`src/rtl/debounce_bank.sv`:
```
// debounce_bank: N-channel push-button/switch debouncer with
// edge, toggle and long-press outputs per channel.
module debounce_bank #(
  parameter int N = 4,
  parameter int STABLE_CYCLES = 16,
  parameter int HOLD_CYCLES = 1024,
  parameter logic [N-1:0] ACTIVE_LOW = {N{1'b1}},
  parameter logic [N-1:0] TOGGLE_ON_RELEASE = '0
) (
  input  logic         CLK,
  input  logic         RST_N,
  input  logic [N-1:0] switch_in,
  output logic [N-1:0] state,
  output logic [N-1:0] press_pulse,
  output logic [N-1:0] release_pulse,
  output logic [N-1:0] toggle,
  output logic [N-1:0] hold_pulse
);

  localparam int CW =
    (STABLE_CYCLES > 2) ? $clog2(STABLE_CYCLES) : 1;
  localparam int HW = $clog2(HOLD_CYCLES + 1);
  localparam logic [CW-1:0] CNT_MAX = CW'(STABLE_CYCLES - 1);
  localparam logic [HW-1:0] HOLD_MAX = HW'(HOLD_CYCLES - 1);

  if (N < 1 || N > 32) begin : g_bad_n
    $fatal(1, "debounce_bank: N must be 1..32");
  end
  if (STABLE_CYCLES < 2) begin : g_bad_stable
    $fatal(1, "debounce_bank: STABLE_CYCLES must be >= 2");
  end
  if (HOLD_CYCLES <= STABLE_CYCLES) begin : g_bad_hold
    $fatal(1, "debounce_bank: HOLD_CYCLES must exceed STABLE_CYCLES");
  end

  for (genvar i = 0; i < N; i++) begin : g_ch
    logic          sync1;
    logic          sync2;
    logic          s;
    logic [CW-1:0] cnt;
    logic [HW-1:0] hcnt;
    logic          hold_done;
    logic          tog_ev;

    // Sync flops idle at the unpressed pin level.
    always_ff @(posedge CLK or negedge RST_N) begin
      if (!RST_N) begin
        sync1 <= ACTIVE_LOW[i];
        sync2 <= ACTIVE_LOW[i];
      end else begin
        sync1 <= switch_in[i];
        sync2 <= sync1;
      end
    end

    assign s = sync2 ^ ACTIVE_LOW[i];

    always_ff @(posedge CLK or negedge RST_N) begin
      if (!RST_N) begin
        cnt              <= '0;
        state[i]         <= 1'b0;
        press_pulse[i]   <= 1'b0;
        release_pulse[i] <= 1'b0;
      end else begin
        press_pulse[i]   <= 1'b0;
        release_pulse[i] <= 1'b0;
        if (s == state[i]) begin
          cnt <= '0;
        end else if (cnt == CNT_MAX) begin
          cnt              <= '0;
          state[i]         <= s;
          press_pulse[i]   <= s;
          release_pulse[i] <= ~s;
        end else begin
          cnt <= cnt + 1'b1;
        end
      end
    end

    assign tog_ev = TOGGLE_ON_RELEASE[i] ?
                    release_pulse[i] : press_pulse[i];

    always_ff @(posedge CLK or negedge RST_N) begin
      if (!RST_N) begin
        toggle[i] <= 1'b0;
      end else if (tog_ev) begin
        toggle[i] <= ~toggle[i];
      end
    end

    // hold_done parks the counter so a long press fires only once.
    always_ff @(posedge CLK or negedge RST_N) begin
      if (!RST_N) begin
        hcnt          <= '0;
        hold_done     <= 1'b0;
        hold_pulse[i] <= 1'b0;
      end else begin
        hold_pulse[i] <= 1'b0;
        if (!state[i]) begin
          hcnt      <= '0;
          hold_done <= 1'b0;
        end else if (!hold_done) begin
          if (hcnt == HOLD_MAX) begin
            hold_pulse[i] <= 1'b1;
            hold_done     <= 1'b1;
          end else begin
            hcnt <= hcnt + 1'b1;
          end
        end
      end
    end
  end

endmodule

```
`config.mk`:
```
export PLATFORM = sky130hd
export DESIGN_NAME = debounce_bank
export DESIGN_NICKNAME = d
export VERILOG_FILES = /design/src/rtl/debounce_bank.sv
export SDC_FILE = /design/constraint.sdc
export NUM_CORES = 1
export LEC_CHECK = 0
export CORE_MARGIN = 2
export CORE_UTILIZATION = 45
export CTS_BUF_LIST = sky130_fd_sc_hd__clkbuf_4 sky130_fd_sc_hd__clkbuf_8
export CTS_CLUSTER_DIAMETER = 30
export CTS_CLUSTER_SIZE = 25
export DETAILED_ROUTE_END_ITERATION = 16
export GPL_TIMING_DRIVEN = 0
export SLEW_MARGIN = 10
export SYNTH_ARGS = -nofsm -noshare
export SYNTH_HDL_FRONTEND = slang
export SYNTH_SLANG_ARGS = --single-unit
```
`constraint.sdc`:
```
create_clock -name CLK -period 2.9 [get_ports CLK]
set_input_delay 0.58 -clock CLK [delete_from_list [all_inputs] [get_ports CLK]]
set_output_delay 0.58 -clock CLK [all_outputs]
set_load 0.02 [all_outputs]
```
### Word-level counts from Yosys, hierarchy flattened

Cells that the tools add are included.

| operators by class | value |
|---|---|
| mux-type cells | 56 |
| reductions and logical operators | 8 |
| bitwise gates (word level) | 12 |
| equal/unequal tests | 20 |
| add/subtract/negate cells | 8 |

Operator list:

| cell | count |
|---|---|
| $mux 11 | 12 |
| $add 11x1->11 const B | 4 |
| $eq 11x10->1 const B | 4 |
| $mux 1 | 36 |
| $mux 4 | 8 |
| $add 4x1->4 const B | 4 |
| $eq 4x4->1 const B | 4 |
| $ne 2x2->1 const B | 8 |
| $reduce_and 2->1 | 8 |
| $not 1->1 | 12 |
| $eq 1x1->1 | 4 |

| storage, ports and cells | value |
|---|---|
| bits of input ports | 6 |
| register bits after elaboration | 92 |
| logic and storage cells | 144 |
| output and inout port bits | 20 |

### Longest topological paths before layout

Gate-level depths: netlist of run 1.

| depth | value |
|---|---|
| word-level depth | 4 |
| gate-level depth with buffers | 6 |
| depth with buffers taken out | 5 |

### Least setup slack after synthesis of run 1

No wires, ideal clock.

| timing path | value |
|---|---|
| path type | reg2reg |
| from | register g_ch[2].hcnt[0] |
| to | register g_ch[2].hcnt[9] |
| clock period less this slack | 1.748 ns |
| path buffers | 0 |
| data required time | 2.813 ns |
| slack | 1.152 ns |
| arrival time | 1.661 ns |
| setup time | 0.087 ns |
| cell stages (with the launch flop) | 6 |
| cells stage by stage | dfrtp_1 ha_1 nand4_2 or4_4 and4_4 a211oi_2 |

| between the ends | value |
|---|---|
| longest elaborated chain between the ends | 4 |
| elaborated cells on any way between the ends | 7 |
| classes of those cells | add/sub: 1; eq/ne: 2; mux: 3; reduce/logical: 1 |

RTL lines:

| element | line | text |
|---|---|---|
| from (decl) | 41 | `logic [HW-1:0] hcnt;` |
| from (signal assigned) | 107 | `hcnt <= hcnt + 1'b1;` |
| $add 11x1->11 | 107 |  |
| $mux 11 | 103 | `if (hcnt == HOLD_MAX) begin` |
| $mux 11 | 102 | `end else if (!hold_done) begin` |
| $mux 11 | 99 | `if (!state[i]) begin` |

Parallel ways exist; a longest one is shown, timed or not. The select of a mux whose other input is x is not followed.
A chain may end at the register's enable or synchronous reset.

### Final worst setup path of run 1

| timing path | value |
|---|---|
| from | register state[2] |
| to | output state[2] |

RTL lines:

| element | line | text |
|---|---|---|
| from (decl) | 13 | `output logic [N-1:0] state,` |
| from (signal, indexed assignment) | 71 | `state[i] <= s;` |

No word-level cell between the ends.

==> summary by stage, run 1 <==
Run status
The flow ran to the end, and the final reports show no timing, DRC or antenna violations.

Route
The number of antenna-violating nets in the routed design is 0. For this block, the initial DRC count from the detailed router was roughly 100. In the final routed layout, each cell accounts on average for 13.3 um.

The routed layout has 2945 vias. The first-pass iteration count of the detailed router is 5. After detailed routing, the number of remaining DRC violations is 0. The detailed router put a total of between 3 and 4 mm of wire on met1. After detailed routing, the met3 layer carries 193 um of wire.

The aggregate routed wire length is 7.12 mm. After detailed routing, the met2 layer carries 3.26 mm of wire. After detailed routing, the number of vias per cell comes to 5.48. After detailed routing, no signal wire sits above met4.

Synth
Synthesis produced a netlist with a net count of 401. In this run, distinct cell masters in the synthesized netlist total 50. Sorting the synthesized cells by area gives the leading types as sky130_fd_sc_hd__dfrtp_1 (51%), sky130_fd_sc_hd__dfstp_2 (5.1%), sky130_fd_sc_hd__and3_1 (3.5%).

The cell type with the highest aggregate area in the netlist is sky130_fd_sc_hd__dfrtp_1. The register bit count reported by yosys is slightly above 90. Among all flip-flop cells after synthesis, the most frequent one is sky130_fd_sc_hd__dfrtp_1.

Counting flops with a built-in enable in the synthesized netlist gives 0. The mean cell area of the mapped netlist is approximately 11 um2. Of the post-synthesis cell area, the dominant cell type holds 0.509. Synthesis handed over a netlist of 387 instances. The share of flip-flops with an asynchronous set or reset is 1.00. sky130_fd_sc_hd__dfrtp_1 is the most common cell in the netlist. The number of synthesis warnings is 0. The share of the Yosys chip area taken by registers is 0.559.

The cell area that synthesis handed to floorplanning was 4130 um2. The commonest cells after synthesis are sky130_fd_sc_hd__dfrtp_1 (84), sky130_fd_sc_hd__nand2_1 (32), sky130_fd_sc_hd__nor2_1 (28).

CTS
The clock-pin slew on the worst setup and hold paths is 0.10 ns. The longest clock path from root to sink contains 2 buffers. The clock root buffer is sky130_fd_sc_hd__clkbuf_8. Buffers inserted during clock tree synthesis total 9. TritonCTS built the clock tree. The depth of the CTS H-tree is 3. The setup fix buffers added after clock tree synthesis is 0. Buffers inserted to repair hold after CTS numbered 0. The number of gates resized after CTS was 0. The clock sink count is 92. The latest clock arrival within the worst-skew pair is 0.35 ns.

Worst setup path
The number of cells on the worst reg-to-reg path is 5. The critical path is of the reg -> out type. The worst setup path is captured at an output pin. Together, buffers and inverters on the worst path number 1. The startpoint identified for the worst register-to-register timing path is g_ch[2].hcnt[0]. The critical path required time is 2.32 ns. The worst register-to-register path ends at g_ch[2].hcnt[9]. The sort of element at the start of the critical path is a register. The largest delay contributor family on the critical path is buffers and inverters. The delay of the slowest cell on the worst path is 0.65 ns. The signal on the critical path passes through clkdlybuf4s50_1.

The flop-to-flop setup slack is just under 1 ns. Among all stages on the critical path, the largest delay is contributed by sky130_fd_sc_hd__clkdlybuf4s50_1. The largest fanout on the critical path is 7. The worst path arrival time is 1.47 ns.

Timing
The worst pin sits at a relative slew slack of 0.682. Hold is met by 0.160 ns. In the final timing run, aggregate negative setup slack is 0 ns. The transition time at the pin with the least slew margin is between 0.4 and 0.5 ns. On the final layout, the worst clock skew is 0.0150 ns. Setup repair after global routing left no endpoint under its margin. The total count of max-transition violations in the final report was 0. The number of setup violations in the final report is 0. The final clock period utilization by the worst path is 0.706. The hold violation count in the final report is 0. Based on the critical path, the design can be clocked at up to 488 MHz. The worst path needs 2.05 ns of the cycle, external delays included. The worst-case setup margin in the final layout is 0.853 ns.

Pwr
Power comes to 2370 uW. The power density of the placed cells is 497 nW/um2. The peak supply drop is around 0.26 mV. For this design the static power due to leakage is approximately 0.0022 uW.

Global routing
The initial antenna violation count is 0. Across every metal layer, demand over resource in global routing totals 0.160. Entering global routing, the biggest net connects 60 pins. Global routing finished with a remaining overflow of 0. The first global-routing pass estimated roughly 13 mm of wire. The number of global-route vias before repair is between 2k and 3k.

Cells and area
The final net count is 438. After filler insertion, the fill cell instance count of the layout stands at 786. Relative to the synthesized area, the layout overhead comes to 15.6%. In the final layout, the share of cells above drive strength 1 is 0.0839.

At the end of the flow the core is filled with cells to 0.542. The final antenna diode count is 0.

Run
Across the run, the number of max-cap violations was 0.

Placement
The last weighted congestion value of the routability-driven placer is 0.762. The placed wire-length estimate is 4.86 mm. The count of port buffers added during placement is 25. Before CTS, the worst setup slack after placement is just over 1 ns.

Floorplanning
After floorplanning, the core was divided into 34 placement rows. The die height is roughly 100 um. The die extent in x is approximately 100 um. The region available for standard cell placement spans 8810 um2. The initial utilization of the core area, before any placement, comes to 0.469. Pin placement for this block handled 26 I/O pins.

The area of the die is 9970 um2.

Worst hold path
The min-delay analysis places its worst path in the category in -> async.
-- how the worst max path moves through the flow --
stage                         start           endpoint  slack (ns)  cells after the start
floorplan           g_ch[2].hcnt[0]    g_ch[2].hcnt[9]        1.15                      5
global placement              RST_N  g_ch[1].hold_done       -2.18                      1
detailed placement  g_ch[2].hcnt[0]    g_ch[2].hcnt[3]        1.02                      6
CTS                        state[3]           state[3]        0.82                      1
global route               state[3]           state[3]        0.78                      1
finish                     state[2]           state[2]        0.85                      1
-- area by class of cell --
cell class | count | area [um2] | share of cell area
flip-flops and latches | 92 | 2310 | 0.484
multi-input cells | 269 | 1710 | 0.358
repair buffers | 26 | 275 | 0.0576
clock buffers | 11 | 151 | 0.0317
well taps | 108 | 135 | 0.0283
clock inverters | 5 | 82.6 | 0.0173
plain buffers | 12 | 60.1 | 0.0126
inverters | 14 | 52.6 | 0.0110
-- layer usage --
layer / up-vias / GRT usage
li1: 1461 / -
met1: 1429 / 0.216
met2: 42 / 0.256
met3: 13 / 0.0299
met4: 0 / 0.0664
met5: - / 0
-- cells in the final DEF, fill, tap and decap left out, types with 10 or more instances in the layout --
cell type and instances:
sky130_fd_sc_hd__dfrtp_1 84, sky130_fd_sc_hd__nand2_1 32, sky130_fd_sc_hd__nor2_1 28, sky130_fd_sc_hd__clkdlybuf4s50_1 24, sky130_fd_sc_hd__and3_1 23, sky130_fd_sc_hd__nand3_1 20
sky130_fd_sc_hd__nor3_1 16, sky130_fd_sc_hd__o21ai_0 16, sky130_fd_sc_hd__inv_1 13, sky130_fd_sc_hd__a21oi_1 12, sky130_fd_sc_hd__a31oi_1 12, sky130_fd_sc_hd__xnor2_1 11
sky130_fd_sc_hd__nand2b_1 11, sky130_fd_sc_hd__clkbuf_8 11, sky130_fd_sc_hd__xor2_1 10, sky130_fd_sc_hd__mux2i_1 10
-- power by group --
group	switching (uW)	leakage, uW	internal, uW
Combinational	42.8	0.000790	26.0
Clock	446	0.000120	536
Sequential	17.7	0.00125	1310
Total	506	0.00216	1870
-- cell families (layout without fill, tap and decap cells) --
| group | after synthesis | after routing | share of synthesized area |
|---|---|---|---|
| and+or+nand+nor | 164 | 164 | 0.215 |
| DFF | 92 | 92 | 0.559 |
| AOI/OAI and AO/OA | 66 | 66 | 0.105 |
| buffers and inverters | 26 | 68 | 0.0272 |
| xor gates and xnor gates | 21 | 21 | 0.0445 |
| muxes | 10 | 10 | 0.0242 |
| adders and majority gates | 8 | 8 | 0.0242 |
-- sequential cells by signal, summed over array words and instances, names as in the netlist --
name / cells
g_ch.sync1: 4
toggle: 4
state: 4
g_ch.cnt: 16
g_ch.tog_ev: 4
g_ch.hcnt: 44
g_ch.hold_done: 4
g_ch.sync2: 4
release_pulse: 4
hold_pulse: 4
-- worst reg2reg max path, delay by kind of cell, from the launching register on --
kind | cells | cell delay (ns)
adders and majority gates | 1 | 0.25
AOI/OAI and AO/OA | 1 | 0.20
DFF | 1 | 0.42
and+or+nand+nor | 3 | 0.96
-- per-stage QoR --
| stage | instances | area, um2 |
|---|---|---|
| floorplan | 387 | 4130 |
| global placement | 520 | 4520 |
| detailed placement | 521 | 4540 |
| CTS | 537 | 4780 |
| global route | 537 | 4780 |
| finish | 537 | 4780 |
(Power assumes the default switching activity.)
==> run 2: changes to the inputs <==
==> constraint.sdc (replaced) <==
create_clock -name CLK -period 2.1 [get_ports CLK]
set_input_delay 0.42 -clock CLK [delete_from_list [all_inputs] [get_ports CLK]]
set_output_delay 0.42 -clock CLK [all_outputs]
set_load 0.02 [all_outputs]
==> results of run 2 <==
The final DEF is identical to that of run 1. Status: complete, no violations.
Main changes from that run: setup slack after placement 1.02 ns -> 0.222 ns; setup slack after layout 0.853 ns -> 0.188 ns; hold slack 0.160 ns -> 0.000323 ns; start point of the critical path state[2] -> g_ch[2].hcnt[0]; end point of the critical path state[2] -> g_ch[2].hcnt[9]; register-to-register setup slack 0.99 ns -> 0.19 ns; total power 2370 uW -> 3280 uW; worst IR drop on VDD 0.256 mV -> 0.354 mV
==> edit 1 (config.mk and constraints of run 2) <==
The parameter `HOLD_CYCLES` goes from 1024 to 256.
--- a/src/rtl/debounce_bank.sv
+++ b/src/rtl/debounce_bank.sv
@@ -4,5 +4,5 @@
   parameter int N = 4,
   parameter int STABLE_CYCLES = 16,
-  parameter int HOLD_CYCLES = 1024,
+  parameter int HOLD_CYCLES = 256,
   parameter logic [N-1:0] ACTIVE_LOW = {N{1'b1}},
   parameter logic [N-1:0] TOGGLE_ON_RELEASE = '0
Behaviour: same outputs for any inputs over 10 cycles, from zero or initial values and one cycle with RST_N low; that may be too few to reach the edited logic, so the function may still have changed.
==> edit 1 against run 2 <==
- the run now ends with negative hold slack left
- global-route usage shrank 1.2 points
- routed wire length decreased by 18%
- setup slack got worse by 120 ps
- fmax is 5.8% lower
- sequential cell count shrank 8
- die area down 13%
- area after synthesis shrank 13%
- hold slack worse by 7.9 ps
- power shrank 10%
- clock skew down 5.9 ps
- final area shrank 11%
- highest routed layer unchanged
==> edit 1: results (changes against run 2) <==
Routing
  • WL/cell: 12.3 µm (-7.2%)
  • Via count: 2512 (-15%)
  • Pre-Repair DR Iteration Count: 4 (-1)
  • Initial drt markers: 126 (+21%)

Global routing
  • GRT Total Usage: 14.7% (-1.2 points)
  • Global-route wire length before repair: 10.2 mm (-21%)
  • Vias in the first global route: 2352 (-18%)
  • Largest net degree at the start of global routing: 54 (-10%)

Layout
  • Fillers: 678 (-14%)
  • Largest regs: g_ch.hcnt x36, g_ch.cnt x16
  • Share of cells above drive strength 1: 12.6% (+4.2 points)
  • Nets: 387 (-12%)

Synthesis
  • Yosys cell types: 37 (-26%)
  • Mux cell area share after synthesis: 0% (-2.4 points)
  • Seq/Total Area, Yosys: 58.8% (+2.8 points)
  • Synth area leaders: dfrtp_1 (53%), dfstp_2 (5.9%), a21oi_1 (4.2%)
  • Post-synthesis adder-cell area fraction: 4.18% (+1.8 points)
  • Synth Area in XOR/XNOR: 4.88% (+0.43 points)
  • Post-synthesis compound-gate area fraction: 11.4% (+0.88 points)
  • Syn_nets: 348 (-13%)

Setup path
  • R2r endpoint: g_ch[1].hcnt[5]$_DFFE_PN0P_
  • Worst reg-to-reg path cell count: 8 (+3)
  • RR Startpoint: g_ch[1].hcnt[1]$_DFFE_PN0P_
  • Max stage delay on crit path: 510 ps (-80 ps)
  • Max FO, Critical Path: 8 (+3)

Outcome
  • Violated checks: negative hold slack
  • Outcome: finished, violations left

Timing
  • Worst hold margin: -7.55 ps (-7.88 ps)
  • Worst slew pin tran: 419 ps (-55.6 ps)
  • Clock Skew: 9.11 ps (-5.89 ps)
  • Final hold vios: 3 (+3)

CTS
  • CTS root buffer: clkbuf_8

Placed design
  • DP HPWL: 3.94 mm (-19%)
  • RD Place Congestion: 0.776 (+1.8%)

Power and ir drop
  • Pleak: 1.81 nW (-16%)
  • Fraction of power spent switching nets: 21.7% (+0.36 points)
  • VDD IR-drop max: 313 µV (-12%)
  • Clock power frac: 40.1% (-1.3 points)
  • Pint: 2.31 mW (-10%)
==> edit 1: metal layers <==
layer / global-route usage [%] / routed length, µm
met5: 0 / 0
met4: 6.25 / 105
met3: 4.11 / 179
met2: 23.4 / 2710
met1: 19.0 / 2860
==> edit 1: final cells by class <==
cell class	instances	area, µm²	share of cell area [%]
inverter	21	78.8	1.86
clock inverter	4	47.5	1.12
clock buffer	12	159	3.74
sequential	84	2110	49.7
buffer	8	53.8	1.27
multi-input combinational	217	1380	32.4
timing repair buffer	28	290	6.84
tap	102	128	3.01
==> edit 1: per-stage QoR <==
stage	TNS, ps	setup slack [ps]	std cells
global placement	-196440	-2440	457
CTS	0	15.5	475
floorplan	0	101	330
detailed placement	-122	-59.7	458
global route	-68.9	-28.3	476
finish	0	70.3	476
==> edit 1: worst max-delay path by stage <==
stage / start / end / slack (ps) / cells after the start
2_1_floorplan: g_ch[1].hcnt[0]$_DFFE_PN0P_ / g_ch[1].hcnt[5]$_DFFE_PN0P_ / 100 / 8
3_3_place_gp: RST_N / g_ch[2].cnt[1]$_DFF_PN0_ / -2440 / 1
3_5_place_dp: g_ch[1].hcnt[0]$_DFFE_PN0P_ / g_ch[1].hcnt[5]$_DFFE_PN0P_ / -60 / 8
4_1_cts: g_ch[1].hcnt[1]$_DFFE_PN0P_ / g_ch[1].hcnt[5]$_DFFE_PN0P_ / 20 / 8
5_1_grt: g_ch[3].hcnt[0]$_DFFE_PN0P_ / g_ch[3].hcnt[4]$_DFFE_PN0P_ / -30 / 7
6_report: g_ch[1].hcnt[1]$_DFFE_PN0P_ / g_ch[1].hcnt[5]$_DFFE_PN0P_ / 70 / 8
==> edit 1: timing repair <==
item                                    CTS  global route
endpoints found under the setup margin    4            12
gates resized for setup                   1             8
buffers inserted                          1             1
pin swaps                                 0             1
==> edit 2 (flow settings as in run 2) <==
Without the edit above. Make the reset (`RST_N`) synchronous in 4 clocked blocks.
--- a/src/rtl/debounce_bank.sv
+++ b/src/rtl/debounce_bank.sv
@@ -44,5 +44,5 @@
 
     // Sync flops idle at the unpressed pin level.
-    always_ff @(posedge CLK or negedge RST_N) begin
+    always_ff @(posedge CLK) begin
       if (!RST_N) begin
         sync1 <= ACTIVE_LOW[i];
@@ -56,5 +56,5 @@
     assign s = sync2 ^ ACTIVE_LOW[i];
 
-    always_ff @(posedge CLK or negedge RST_N) begin
+    always_ff @(posedge CLK) begin
       if (!RST_N) begin
         cnt              <= '0;
@@ -81,5 +81,5 @@
                     release_pulse[i] : press_pulse[i];
 
-    always_ff @(posedge CLK or negedge RST_N) begin
+    always_ff @(posedge CLK) begin
       if (!RST_N) begin
         toggle[i] <= 1'b0;
@@ -90,5 +90,5 @@
 
     // hold_done parks the counter so a long press fires only once.
-    always_ff @(posedge CLK or negedge RST_N) begin
+    always_ff @(posedge CLK) begin
       if (!RST_N) begin
         hcnt          <= '0;
Function: no difference found for any inputs over 10 cycles, from zero or initial values and one cycle with RST_N low; that may be too few to reach the edited logic, so the function may still have changed.
==> edit 2 against run 2 <==
- area after synthesis shrank 11%
- via count shrank 9.0%
- final area shrank 11%
- sequential cell count is the same
- routed wire length shrank 10%
- hold slack gained 410 ps
- setup slack gained 30 ps
- highest routed layer unchanged
Power is not compared: it rests on default switching activity, and its combinational part moved more than twofold at a synthesized area within 25%.
==> edit 2: results (changes against run 2) <==
Outcome
  • Outcome: complete, no violations

Placed design
  • Pre-CTS WS: 384 ps (+163 ps)
  • DP HPWL: 4.44 mm (-8.8%)
  • Port buffer count: 24 (-4.0%)

Routing
  • Initial drt markers: 76 (-27%)
  • Vias per inst: 5.12 (-6.7%)
  • Pre-Repair DR Iteration Count: 4 (-1)
  • DRT Wirelength: 6.39 mm (-10%)

Setup path
  • Max stage delay on crit path: 660 ps (+70 ps)
  • Data arrival time of the critical path: 1460 ps (-730 ps)
  • RR Startpoint: g_ch[0].hcnt[0]$_SDFFE_PN0P_
  • CP delay by family, top: buffers and inverters
  • Crit-path slowest cell: clkdlybuf4s50_1

CTS
  • Worst-path clk slew: 80 ps (-20 ps)
  • Postcts setup bufs: 0 (unchanged)

Synthesis
  • Seq/Total Area, Yosys: 50.0% (-5.9 points)
  • Synth area leaders: dfxtp_1 (50%), nor2_1 (3.9%), and3_1 (3.6%)
  • Top cells by count, synth: dfxtp_1 (92), nor2_1 (38), nand2_1 (22)
  • Syn_nets: 398 (-0.75%)
  • Primary FF master, synth: dfxtp_1
  • Post-synthesis compound-gate area fraction: 13.1% (+2.6 points)
  • Yosys cell types: 49 (-2.0%)
  • Mux cell area share after synthesis: 0.272% (-2.2 points)
  • Asr flop ratio synth: 0% (-100 points)
  • Synth Area in XOR/XNOR: 6.18% (+1.7 points)

Timing
  • Worst slew pin tran: 565 ps (+89.7 ps)
  • Clock Skew: 9.64 ps (-5.37 ps)

Global routing
  • Largest net degree at the start of global routing: 14 (-77%)
  • Vias in the first global route: 2487 (-13%)
  • Global-route wire length before repair: 11.1 mm (-14%)

Min path
  • Min-Delay Path Class: register to register

Layout
  • Share of cells above drive strength 1: 6.16% (-2.2 points)
edit 2: changes by cell type in the layout (fill, tap and decap cells not counted), sizes merged, moves of 9 or more:
cell / before / now
dfxtp: 0 / 92
dfrtp: 84 / 0
nor2: 28 / 38
mux2i: 10 / 1
nand2: 32 / 23
nor3: 16 / 7
edit 2: cell type report:
| type | instances | area, µm² |
|---|---|---|
| buffer | 13 | 73.8 |
| fill | 764 | 3620 |
| multi-input combinational | 264 | 1710 |
| clock inverter | 3 | 40.0 |
| timing repair buffer | 24 | 240 |
| sequential | 92 | 1840 |
| tap | 102 | 128 |
| clock buffer | 11 | 139 |
| inverter | 15 | 56.3 |
edit 2: final timing paths:
path	cells after the start	slack, ps	to
setup / recovery	1	220	state[0]
hold / removal	1	410	g_ch[0].sync2$_SDFF_PN1_
setup reg to reg	4	410	g_ch[0].hcnt[2]$_SDFFE_PN0P_
hold reg to reg	1	410	g_ch[0].sync2$_SDFF_PN1_
edit 2: cell families (layout without fill, tap and decap cells):
kind of cell | after synthesis | count (layout)
adder cells (fa/ha/maj) | 8 | 8
AND/OR/NAND/NOR | 161 | 161
multiplexers | 1 | 1
AO/OA/AOI/OAI | 68 | 68
buffers and inverters | 28 | 66
XOR/XNOR | 26 | 26
flip-flops | 92 | 92
edit 2: metal layers:
layer  up-vias  global-route usage (%)  routed length, µm
met5         -                       0                  0
met4         0                    7.25                 95
met3         9                    2.95                150
met2        24                    23.8               2720
met1      1208                    21.6               3420
li1       1440                       -                  -
edit 2: power breakdown:
part	switching, mW	leakage, nW	internal, mW
Sequential	0.00549	0.743	1.75
Clock	0.559	0.0959	0.561
Combinational	0.0178	0.833	0.0178
edit 2: stage by stage:
step,instances,cell area [µm²],hold WS [ps]
finish,524,4230,411
global route,524,4230,436
floorplan,384,3680,386
CTS,524,4230,416
detailed placement,510,4050,397
global placement,510,4050,403
